## config.mk

```make
export PLATFORM = sky130hd
export DESIGN_NAME = alu_arbiter
export DESIGN_NICKNAME = d
export VERILOG_FILES = /design/src/rtl/alu_arbiter_pkg.sv /design/src/rtl/alu_arbiter_alu.sv /design/src/rtl/alu_arbiter.sv
export SDC_FILE = /design/constraint.sdc
export NUM_CORES = 1
export LEC_CHECK = 0
export ABC_AREA = 1
export CORE_MARGIN = 2
export CORE_UTILIZATION = 36
export DETAILED_ROUTE_END_ITERATION = 16
export PLACE_DENSITY_LB_ADDON = 0.1
export SLEW_MARGIN = 20
export SYNTH_ARGS = -nofsm -noshare
export SYNTH_HDL_FRONTEND = slang
export SYNTH_HIERARCHICAL = 1
export SYNTH_SLANG_ARGS = --single-unit
```

## constraint.sdc

```tcl
create_clock -name clk -period 3.5 [get_ports clk]
set_input_delay 0.525 -clock clk [delete_from_list [all_inputs] [get_ports clk]]
set_output_delay 0.525 -clock clk [all_outputs]
set_load 0.1 [all_outputs]
```

## src/rtl/alu_arbiter_pkg.sv

```systemverilog
// Shared ALU opcodes, widths and slot state for the
// two-requester ALU arbiter.
package alu_arbiter_pkg;

  localparam int DEF_DATA_WIDTH = 32;
  localparam int ALU_NUM_REQ    = 2;

  localparam logic [3:0] ALU_ADD     = 4'd0;
  localparam logic [3:0] ALU_SUB     = 4'd1;
  localparam logic [3:0] ALU_AND     = 4'd2;
  localparam logic [3:0] ALU_OR      = 4'd3;
  localparam logic [3:0] ALU_XOR     = 4'd4;
  localparam logic [3:0] ALU_SLL     = 4'd5;
  localparam logic [3:0] ALU_SRL     = 4'd6;
  localparam logic [3:0] ALU_SRA     = 4'd7;
  localparam logic [3:0] ALU_SLT     = 4'd8;
  localparam logic [3:0] ALU_SLTU    = 4'd9;
  localparam logic [3:0] ALU_INVALID = 4'd15;

  localparam logic [31:0] ALU_DEFAULT = 32'hDEADBEEF;

  typedef enum logic {
    SLOT_EMPTY = 1'b0,
    SLOT_FULL  = 1'b1
  } slot_e;

  // Codes 10..14 are unassigned, 15 is explicitly invalid.
  function automatic logic alu_op_legal(logic [3:0] op);
    return op <= ALU_SLTU;
  endfunction

endpackage

```

## src/rtl/alu_arbiter_alu.sv

```systemverilog
// Combinational ALU shared by both requesters.
// Unknown opcodes return the ALU_DEFAULT pattern.
module alu_arbiter_alu
  import alu_arbiter_pkg::*;
#(
  parameter int DATA_WIDTH = DEF_DATA_WIDTH
) (
  input  logic [DATA_WIDTH-1:0] a_i,
  input  logic [DATA_WIDTH-1:0] b_i,
  input  logic [3:0]            op_i,
  output logic [DATA_WIDTH-1:0] y_o
);

  logic [4:0] shamt;
  logic       lt_s;
  logic       lt_u;

  assign shamt = b_i[4:0];
  assign lt_s  = $signed(a_i) < $signed(b_i);
  assign lt_u  = a_i < b_i;

  always_comb begin
    y_o = DATA_WIDTH'(ALU_DEFAULT);
    case (op_i)
      ALU_ADD:  y_o = a_i + b_i;
      ALU_SUB:  y_o = a_i - b_i;
      ALU_AND:  y_o = a_i & b_i;
      ALU_OR:   y_o = a_i | b_i;
      ALU_XOR:  y_o = a_i ^ b_i;
      ALU_SLL:  y_o = a_i << shamt;
      ALU_SRL:  y_o = a_i >> shamt;
      ALU_SRA:  y_o = DATA_WIDTH'($signed(a_i) >>> shamt);
      ALU_SLT:  y_o = {{(DATA_WIDTH-1){1'b0}}, lt_s};
      ALU_SLTU: y_o = {{(DATA_WIDTH-1){1'b0}}, lt_u};
      default:  y_o = DATA_WIDTH'(ALU_DEFAULT);
    endcase
  end

endmodule

```

## src/rtl/alu_arbiter.sv

```systemverilog
// Round-robin arbiter sharing one ALU between two
// requesters, with a single registered response slot.
module alu_arbiter
  import alu_arbiter_pkg::*;
#(
  parameter int DATA_WIDTH = DEF_DATA_WIDTH
) (
  input  logic                  clk,
  input  logic                  rst_n,
  input  logic                  rq0_valid,
  output logic                  rq0_ready,
  input  logic [DATA_WIDTH-1:0] rq0_a,
  input  logic [DATA_WIDTH-1:0] rq0_b,
  input  logic [3:0]            rq0_op,
  input  logic                  rq1_valid,
  output logic                  rq1_ready,
  input  logic [DATA_WIDTH-1:0] rq1_a,
  input  logic [DATA_WIDTH-1:0] rq1_b,
  input  logic [3:0]            rq1_op,
  output logic                  rsp_valid,
  input  logic                  rsp_ready,
  output logic                  rsp_id,
  output logic [DATA_WIDTH-1:0] rsp_result,
  output logic                  rsp_err
);

  slot_e                 state_q, state_d;
  logic                  last_q, last_d;
  logic                  id_q, id_d;
  logic                  err_q, err_d;
  logic [DATA_WIDTH-1:0] res_q, res_d;

  logic                  slot_free;
  logic                  grant;
  logic                  accept;
  logic [DATA_WIDTH-1:0] alu_a, alu_b, alu_y;
  logic [3:0]            alu_op;

  assign slot_free = (state_q == SLOT_EMPTY) || rsp_ready;

  // On a tie the requester not served last wins.
  always_comb begin
    grant = 1'b0;
    if (rq0_valid && rq1_valid) begin
      grant = ~last_q;
    end else if (rq1_valid) begin
      grant = 1'b1;
    end
  end

  assign rq0_ready = !grant && rq0_valid
                   && slot_free && rst_n;
  assign rq1_ready = grant && rq1_valid
                   && slot_free && rst_n;
  assign accept    = rq0_ready || rq1_ready;

  assign alu_a  = grant ? rq1_a  : rq0_a;
  assign alu_b  = grant ? rq1_b  : rq0_b;
  assign alu_op = grant ? rq1_op : rq0_op;

  alu_arbiter_alu #(
    .DATA_WIDTH(DATA_WIDTH)
  ) u_alu (
    .a_i (alu_a),
    .b_i (alu_b),
    .op_i(alu_op),
    .y_o (alu_y)
  );

  always_comb begin
    state_d = state_q;
    last_d  = last_q;
    id_d    = id_q;
    err_d   = err_q;
    res_d   = res_q;
    if (accept) begin
      state_d = SLOT_FULL;
      last_d  = grant;
      id_d    = grant;
      err_d   = !alu_op_legal(alu_op);
      res_d   = alu_y;
    end else if (state_q == SLOT_FULL && rsp_ready) begin
      state_d = SLOT_EMPTY;
    end
  end

  always_ff @(posedge clk) begin
    if (!rst_n) begin
      state_q <= SLOT_EMPTY;
      last_q  <= 1'b1;
      id_q    <= 1'b0;
      err_q   <= 1'b0;
      res_q   <= '0;
    end else begin
      state_q <= state_d;
      last_q  <= last_d;
      id_q    <= id_d;
      err_q   <= err_d;
      res_q   <= res_d;
    end
  end

  assign rsp_valid  = (state_q == SLOT_FULL);
  assign rsp_id     = id_q;
  assign rsp_err    = err_q;
  assign rsp_result = res_q;

endmodule

```

==> results of run 1 <==
-- layout by cell type (no fill, tap or decap), types with 18 or more instances in the layout --
cell | Yosys | final
clkdlybuf4s50_1 | 0 | 173
nor3_1 | 28 | 24
and2_1 | 18 | 18
nand2_2 | 5 | 27
nand2_1 | 927 | 905
a21oi_1 | 118 | 102
buf_4 | 11 | 516
o21ai_0 | 66 | 54
inv_2 | 14 | 18
inv_1 | 282 | 277
nand4_1 | 34 | 34
dfxtp_1 | 36 | 36
ha_1 | 98 | 76
nor2_1 | 165 | 149
nand3_1 | 447 | 441
-- cell families after synthesis --
kind of cell / after synthesis
flops: 36
simple gates: 1654
buf+inv: 409
compound gates: 250
fa+ha+maj: 100
-- routing by layer --
metal  vias up  GRT usage
met4         0      0.171
met5         -          0
li1       9110          -
met3       179     0.0674
met2      1009      0.664
met1      8981      0.529
-- stage by stage --
step | std cells | hold slack [ns] | TNS [ns]
2_1_floorplan | 2449 | 0.429 | 0
3_3_place_gp | 3491 | 0.455 | -12.09
3_5_place_dp | 3491 | 0.461 | -14.64
4_1_cts | 3505 | 0.469 | 0
5_1_grt | 3507 | 0.489 | -0.00732
6_report | 3507 | 0.468 | 0
-- power groups by stage --
| stage | combinational, mW | clock [mW] | sequential [mW] |
|---|---|---|---|
| 6_report | 4.96 | 0.500 | 0.471 |
| 5_1_grt | 5.27 | 0.520 | 0.474 |
| 4_1_cts | 4.71 | 0.502 | 0.471 |
| 3_5_place_dp | 4.62 | 0 | 0.479 |
| 3_3_place_gp | 4.60 | 0 | 0.478 |
| 2_1_floorplan | 2.07 | 0 | 0.727 |
-- synth_stat cells (all sizes together), types with 6 or more instances --
library cell / instances / area share
dfxtp: 36 / 0.059
nor3: 28 / 0.012
nand3b: 11 / 0.0068
and2: 18 / 0.0093
a21oi: 120 / 0.050
nand4: 34 / 0.017
nand3: 450 / 0.19
ha: 98 / 0.10
inv: 296 / 0.091
o21bai: 9 / 0.0056
o211ai: 13 / 0.0080
o221ai: 6 / 0.0043
nand2: 935 / 0.29
nor2: 174 / 0.058
o22ai: 17 / 0.0087
o21ai: 71 / 0.030
clkbuf: 31 / 0.010
buf: 81 / 0.036
-- state kept, by name, summed over array words and instances (netlist names) --
name	cells
rsp_result	32
last_q	1
rsp_err	1
rsp_id	1
rsp_valid	1
-- critical path: stages --
cell and delay (ns):
clkdlybuf4s15_1 0.20, nand2_2 0.12, nand2_4 0.13, buf_6 0.15, nand2_1 0.06, nand2_2 0.07
buf_12 0.14, buf_12 0.12, ha_2 0.18, fa_2 0.36, inv_2 0.07, buf_4 0.10
nand4_1 0.24, nand3_2 0.19, buf_4 0.12, nand2_1 0.04, nand3_1 0.06, and3_1 0.16
buf_6 0.14, nand4_1 0.20, nand2_1 0.14, a21oi_2 0.06
-- worst paths after layout --
check / cells past startpoint / end / start / slack (ns)
worst max-delay path: 22 / rsp_result[6] / rq0_valid / 0.08
worst min-delay path: 2 / rsp_id / rsp_id / 0.47
worst max register to register: 19 / rsp_result[27] / last_q / 0.19
worst min register to register: 2 / rsp_id / rsp_id / 0.47
-- cell type report --
class,instances,share of cell area
Clock buffer,5,0.00666
Clock inverter,3,0.000998
Inverter,297,0.0598
Multi-Input combinational cell,2004,0.541
Sequential cell,36,0.0383
Tap cell,448,0.0298
Timing Repair Buffer,714,0.323
-- repair_timing --
item	CTS	global route
pin swaps	7	19
setup buffers	4	2
gates resized for setup	39	91
setup endpoints to repair	30	29
gates cloned	2	1
endpoints found under the hold margin	0	0
==> results.yml, run 1 <==
outcome:
  status: "finished, final reports clean"
drt:
  met2_length_mm: 33.0
  drc_errors: 0
  viasPerCell: 5.50
  ant_nets: 0
  top_layer: "met4"
  drt_first_pass_iters: 7
  route.met3.wl_mm: 7.35
  wire_per_inst_um: 21.2
  met1_length_mm: 30.3
  drt_iter0_markers: 2374
  vias: 19300
  routed_wl_mm: 74.4
floorplan:
  rows: 67
  fp.coreArea_um2: 33400
  die_w_um: 188
  initial_core_util: 0.364
  dieArea_um2: 35300
  die_h_um: 188
  num_io_pins: 178
synthesis:
  syn-cell-area_um2: 12200
  yosysSeqAreaShare: 0.0593
  syn_avg_cell_area_um2: 4.96
  synth-simple-area-share: 0.583
  synth-edff-count: 0
  synth_top_family_by_area: "simple AND/OR/NAND/NOR gates"
  synthMuxAreaShare: 0
  synth-compound-area-share: 0.115
  synth_fp_nets: 2690
  synth-main-ff-cell: "dfxtp_1"
  async_flop_share: 0
  synth-xor-area-share: 0
  synth_seq_cells: 36
  netlist_instances: 2449
  synthAdderAreaFrac: 0.104
  synth_cell_types: 43
  yosysWarnings: 6
job:
  maxCapViolCount: 0
clock_tree:
  cts-hold-fix-buffers: 0
  cts_buffers: 5
  clock_latency_ns: 0.32
  htree_num_levels: 2
  path_clk_slew_ns: 0.07
  clockBufferDepth: 2
  cts_tree: "built"
  cts.sinks: 36
  root_buffer: "clkbuf_16"
power:
  p_sw_frac: 0.550
  combinationalPowerShare: 0.836
  p_int_mw: 2.67
  share_seq_of_total_power: 0.079
  irDropWorstVdd_v: 0.000207
  clkPwrFrac: 0.084
  p_leak_nw: 10.0
  fin_total_pwr_mw: 5.94
  p_switching_mw: 3.26
  power_density_nw_per_um2: 316
timing:
  period_needed_ns: 3.42
  worst_pin_slew_ns: 1.07
  max_slew_margin: 0.288
  finalMaxSlewViolations: 0
  hold_viol_final: 0
  setup-violations-final: 0
  setup_ws_ns: 0.0815
  max_freq_mhz: 293
  skew_ns: 0.0149
  finalCritPeriodShare: 0.977
global_route:
  grt_max_degree: 55
  antenna_found_initial: 0
  grt_usage: 0.407
  grt_overflow: 0
  grt_pass1_vias: 17900
  grt_pass1_wl_mm: 108
layout:
  finish.instance_area_um2: 18800
  multi_input_area_um2: 10200
  antenna_cells: 0
  utilization: 0.563
  fillers: 3567
  nets: 3299
  layout-drive-gt1-share: 0.222
  seq_area_um2: 721
  syn2layout_area_growth_pct: 54.6
place:
  io_buffer_count: 177
  finalWeightedCongestion: 1.07
  dpl_cell_area_um2: 18100
  pre_cts_slack_ns: -0.856
  dp_hpwl_mm: 61.7
setup_path:
  critPathRequiredTime_ns: 3.68
  end_kind: "register"
  startpoint_type: "input port"
  arrival_ns: 3.59
  worst-path-max-fanout: 6
  critPathKind: "input port to register"
hold_path:
  hold_path.class: "register to register"
(Power assumes the default switching activity.)
==> run 2: changes to the inputs <==
- CAP_MARGIN: default -> 30
- CTS_CLUSTER_SIZE: default -> 10
==> run 2 against run 1 <==
  * Sequential cell count did not move
  * Clock-buffer cell count unchanged
  * Register-to-register slack got worse by 0.02 ns
  * Cell count barely moved
  * Clock power grew 14%
  * First-iteration DRC count shrank 11%
  * Maximum frequency barely moved
  * Core utilization grew 0.43 points
  * Wire length rose by 0.14%
  * Critical endpoint unchanged
  * Critical path depth down 1
==> results.yml, run 2 (synthesized netlist as in run 1, its figures left out) <==
power:
  p_leak_nw: 10.1
  irDropWorstVdd_v: 0.000185
  power_density_nw_per_um2: 319
  fin_total_pwr_mw: 6.03
setup_path:
  startpoint_type: "input port"
  arrival_ns: 3.59
  cp-startpoint: "rq0_valid"
  r2r_end: "rsp_result[21]"
  reg2reg_depth: 21
  critPathRequiredTime_ns: 3.68
  rrSetupSlack_ns: 0.17
  critPathKind: "input port to register"
  endpoint: "rsp_result[6]"
  end_kind: "register"
  r2r-start: "last_q"
  worst-path-max-fanout: 6
drt:
  ant_nets: 0
  wire_per_inst_um: 21.2
  drc_errors: 0
  drt_iter0_markers: 2117
  viasPerCell: 5.48
  drt_first_pass_iters: 6
  vias: 19200
  routed_wl_mm: 74.5
place:
  finalWeightedCongestion: 1.07
  dp_hpwl_mm: 61.8
  dpl_cell_area_um2: 18100
  pre_cts_slack_ns: -0.789
  io_buffer_count: 177
floorplan:
  fp.coreArea_um2: 33400
  num_io_pins: 178
  rows: 67
  die_w_um: 188
  initial_core_util: 0.364
  die_h_um: 188
  dieArea_um2: 35300
layout:
  multi_input_area_um2: 10200
  seq_area_um2: 721
  final_cell_mix: "nand2_1 (899), buf_4 (512), nand3_1 (440)"
  nets: 3300
  layout-drive-gt1-share: 0.226
  finish.instance_area_um2: 18900
  fillers: 3601
  utilization: 0.568
  final_common_cell: "nand2_1"
  syn2layout_area_growth_pct: 55.8
  largest_reg_flops: 32
clock_tree:
  cts.sinks: 36
  htree_num_levels: 2
  root_buffer: "clkbuf_16"
  cts_tree: "built"
  cts_buffers: 5
  clockBufferDepth: 2
  path_clk_slew_ns: 0.07
  cts-hold-fix-buffers: 0
  clock_latency_ns: 0.31
timing:
  finalMaxSlewViolations: 0
  worst_pin_slew_ns: 1.05
  setup_ws_ns: 0.0838
  finalCritPeriodShare: 0.976
  max_slew_margin: 0.295
  skew_ns: 0.00975
  hold_viol_final: 0
  period_needed_ns: 3.42
  max_freq_mhz: 293
  setup-violations-final: 0
  rsz0062_at_grt: "true"
global_route:
  grt_usage: 0.407
  antenna_found_initial: 2
  grt_pass1_wl_mm: 108
  grt_pass1_vias: 18000
  grt_max_degree: 55
  grt_overflow: 0
hold_path:
  hold_path.class: "register to register"
outcome:
  status: "finished, final reports clean"
job:
  maxCapViolCount: 0
run 2: cell count changes in the layout (fill, tap and decap cells not counted), sizes merged:
cell      before  now
diode          0    1
buf          536  537
clkinvlp       0    1
inv          296  295
clkinv         4    3
bufinv         0    1
run 2: stage by stage:
| step | hold WS [ns] | cells | TNS, ns |
|---|---|---|---|
| after global placement | 0.455 | 3491 | -12.09 |
| final | 0.466 | 3509 | 0 |
| after floorplan | 0.429 | 2449 | 0 |
| after CTS | 0.469 | 3507 | 0 |
| after global routing | 0.489 | 3508 | -0.0290 |
| after detailed placement | 0.461 | 3493 | -14.56 |
run 2: report_power, final:
| group | internal, mW | switching [mW] | total [mW] |
|---|---|---|---|
| Sequential | 0.446 | 0.0250 | 0.471 |
| Combinational | 1.98 | 3.01 | 4.99 |
| Clock | 0.336 | 0.235 | 0.571 |
| Total | 2.76 | 3.27 | 6.03 |
run 2: worst max-delay path, stage by stage:
cell and delay [ns]:
dlygate4sd2_1 0.26, nand2_2 0.13, nand2_8 0.11, buf_6 0.15, nand2_1 0.06, nand2_2 0.07, buf_12 0.14, buf_12 0.13
ha_2 0.18, fa_2 0.37, inv_2 0.08, buf_4 0.10, nand4_1 0.22, nand3_2 0.17, buf_4 0.11, nand2_1 0.04
nand3_1 0.07, and3_4 0.25, nand4_1 0.21, nand2_1 0.14, a21oi_1 0.07
run 2: metal layers:
metal | GRT usage | vias to the layer above | routed length, um
li1 | - | 9132 | -
met1 | 0.528 | 8899 | 30600
met2 | 0.660 | 1009 | 32700
met3 | 0.0655 | 184 | 7150
met4 | 0.191 | 2 | 4140
met5 | 0 | - | 11
run 2: worst min-delay path by stage:
stage,startpoint,slack (ns),depth (start not counted),to
after floorplan,last_q,0.43,2,last_q
after global placement,rsp_id,0.45,2,rsp_id
after detailed placement,rsp_id,0.46,2,rsp_id
after CTS,rsp_id,0.47,2,rsp_id
after global routing,rsp_id,0.49,2,rsp_id
final,rsp_id,0.47,2,rsp_id
run 2: area by class of cell:
type / instances / area share
Antenna cell: 1 / 0.000132
Clock buffer: 5 / 0.00661
Clock inverter: 3 / 0.00225
Inverter: 297 / 0.0597
Multi-Input combinational cell: 2004 / 0.539
Sequential cell: 36 / 0.0380
Tap cell: 448 / 0.0296
Timing Repair Buffer: 715 / 0.325
run 2: repair_timing:
action	4_1_cts	5_1_grt
gates cloned	3	1
setup endpoints to repair	30	31
gates resized for setup	42	106
pin swaps	9	15
buffers inserted	3	1
==> run 3: changes to the inputs <==
- HOLD_SLACK_MARGIN: default -> 0.1
==> results of run 3 <==
The final DEF is identical to that of run 2; final timing and power are the same.
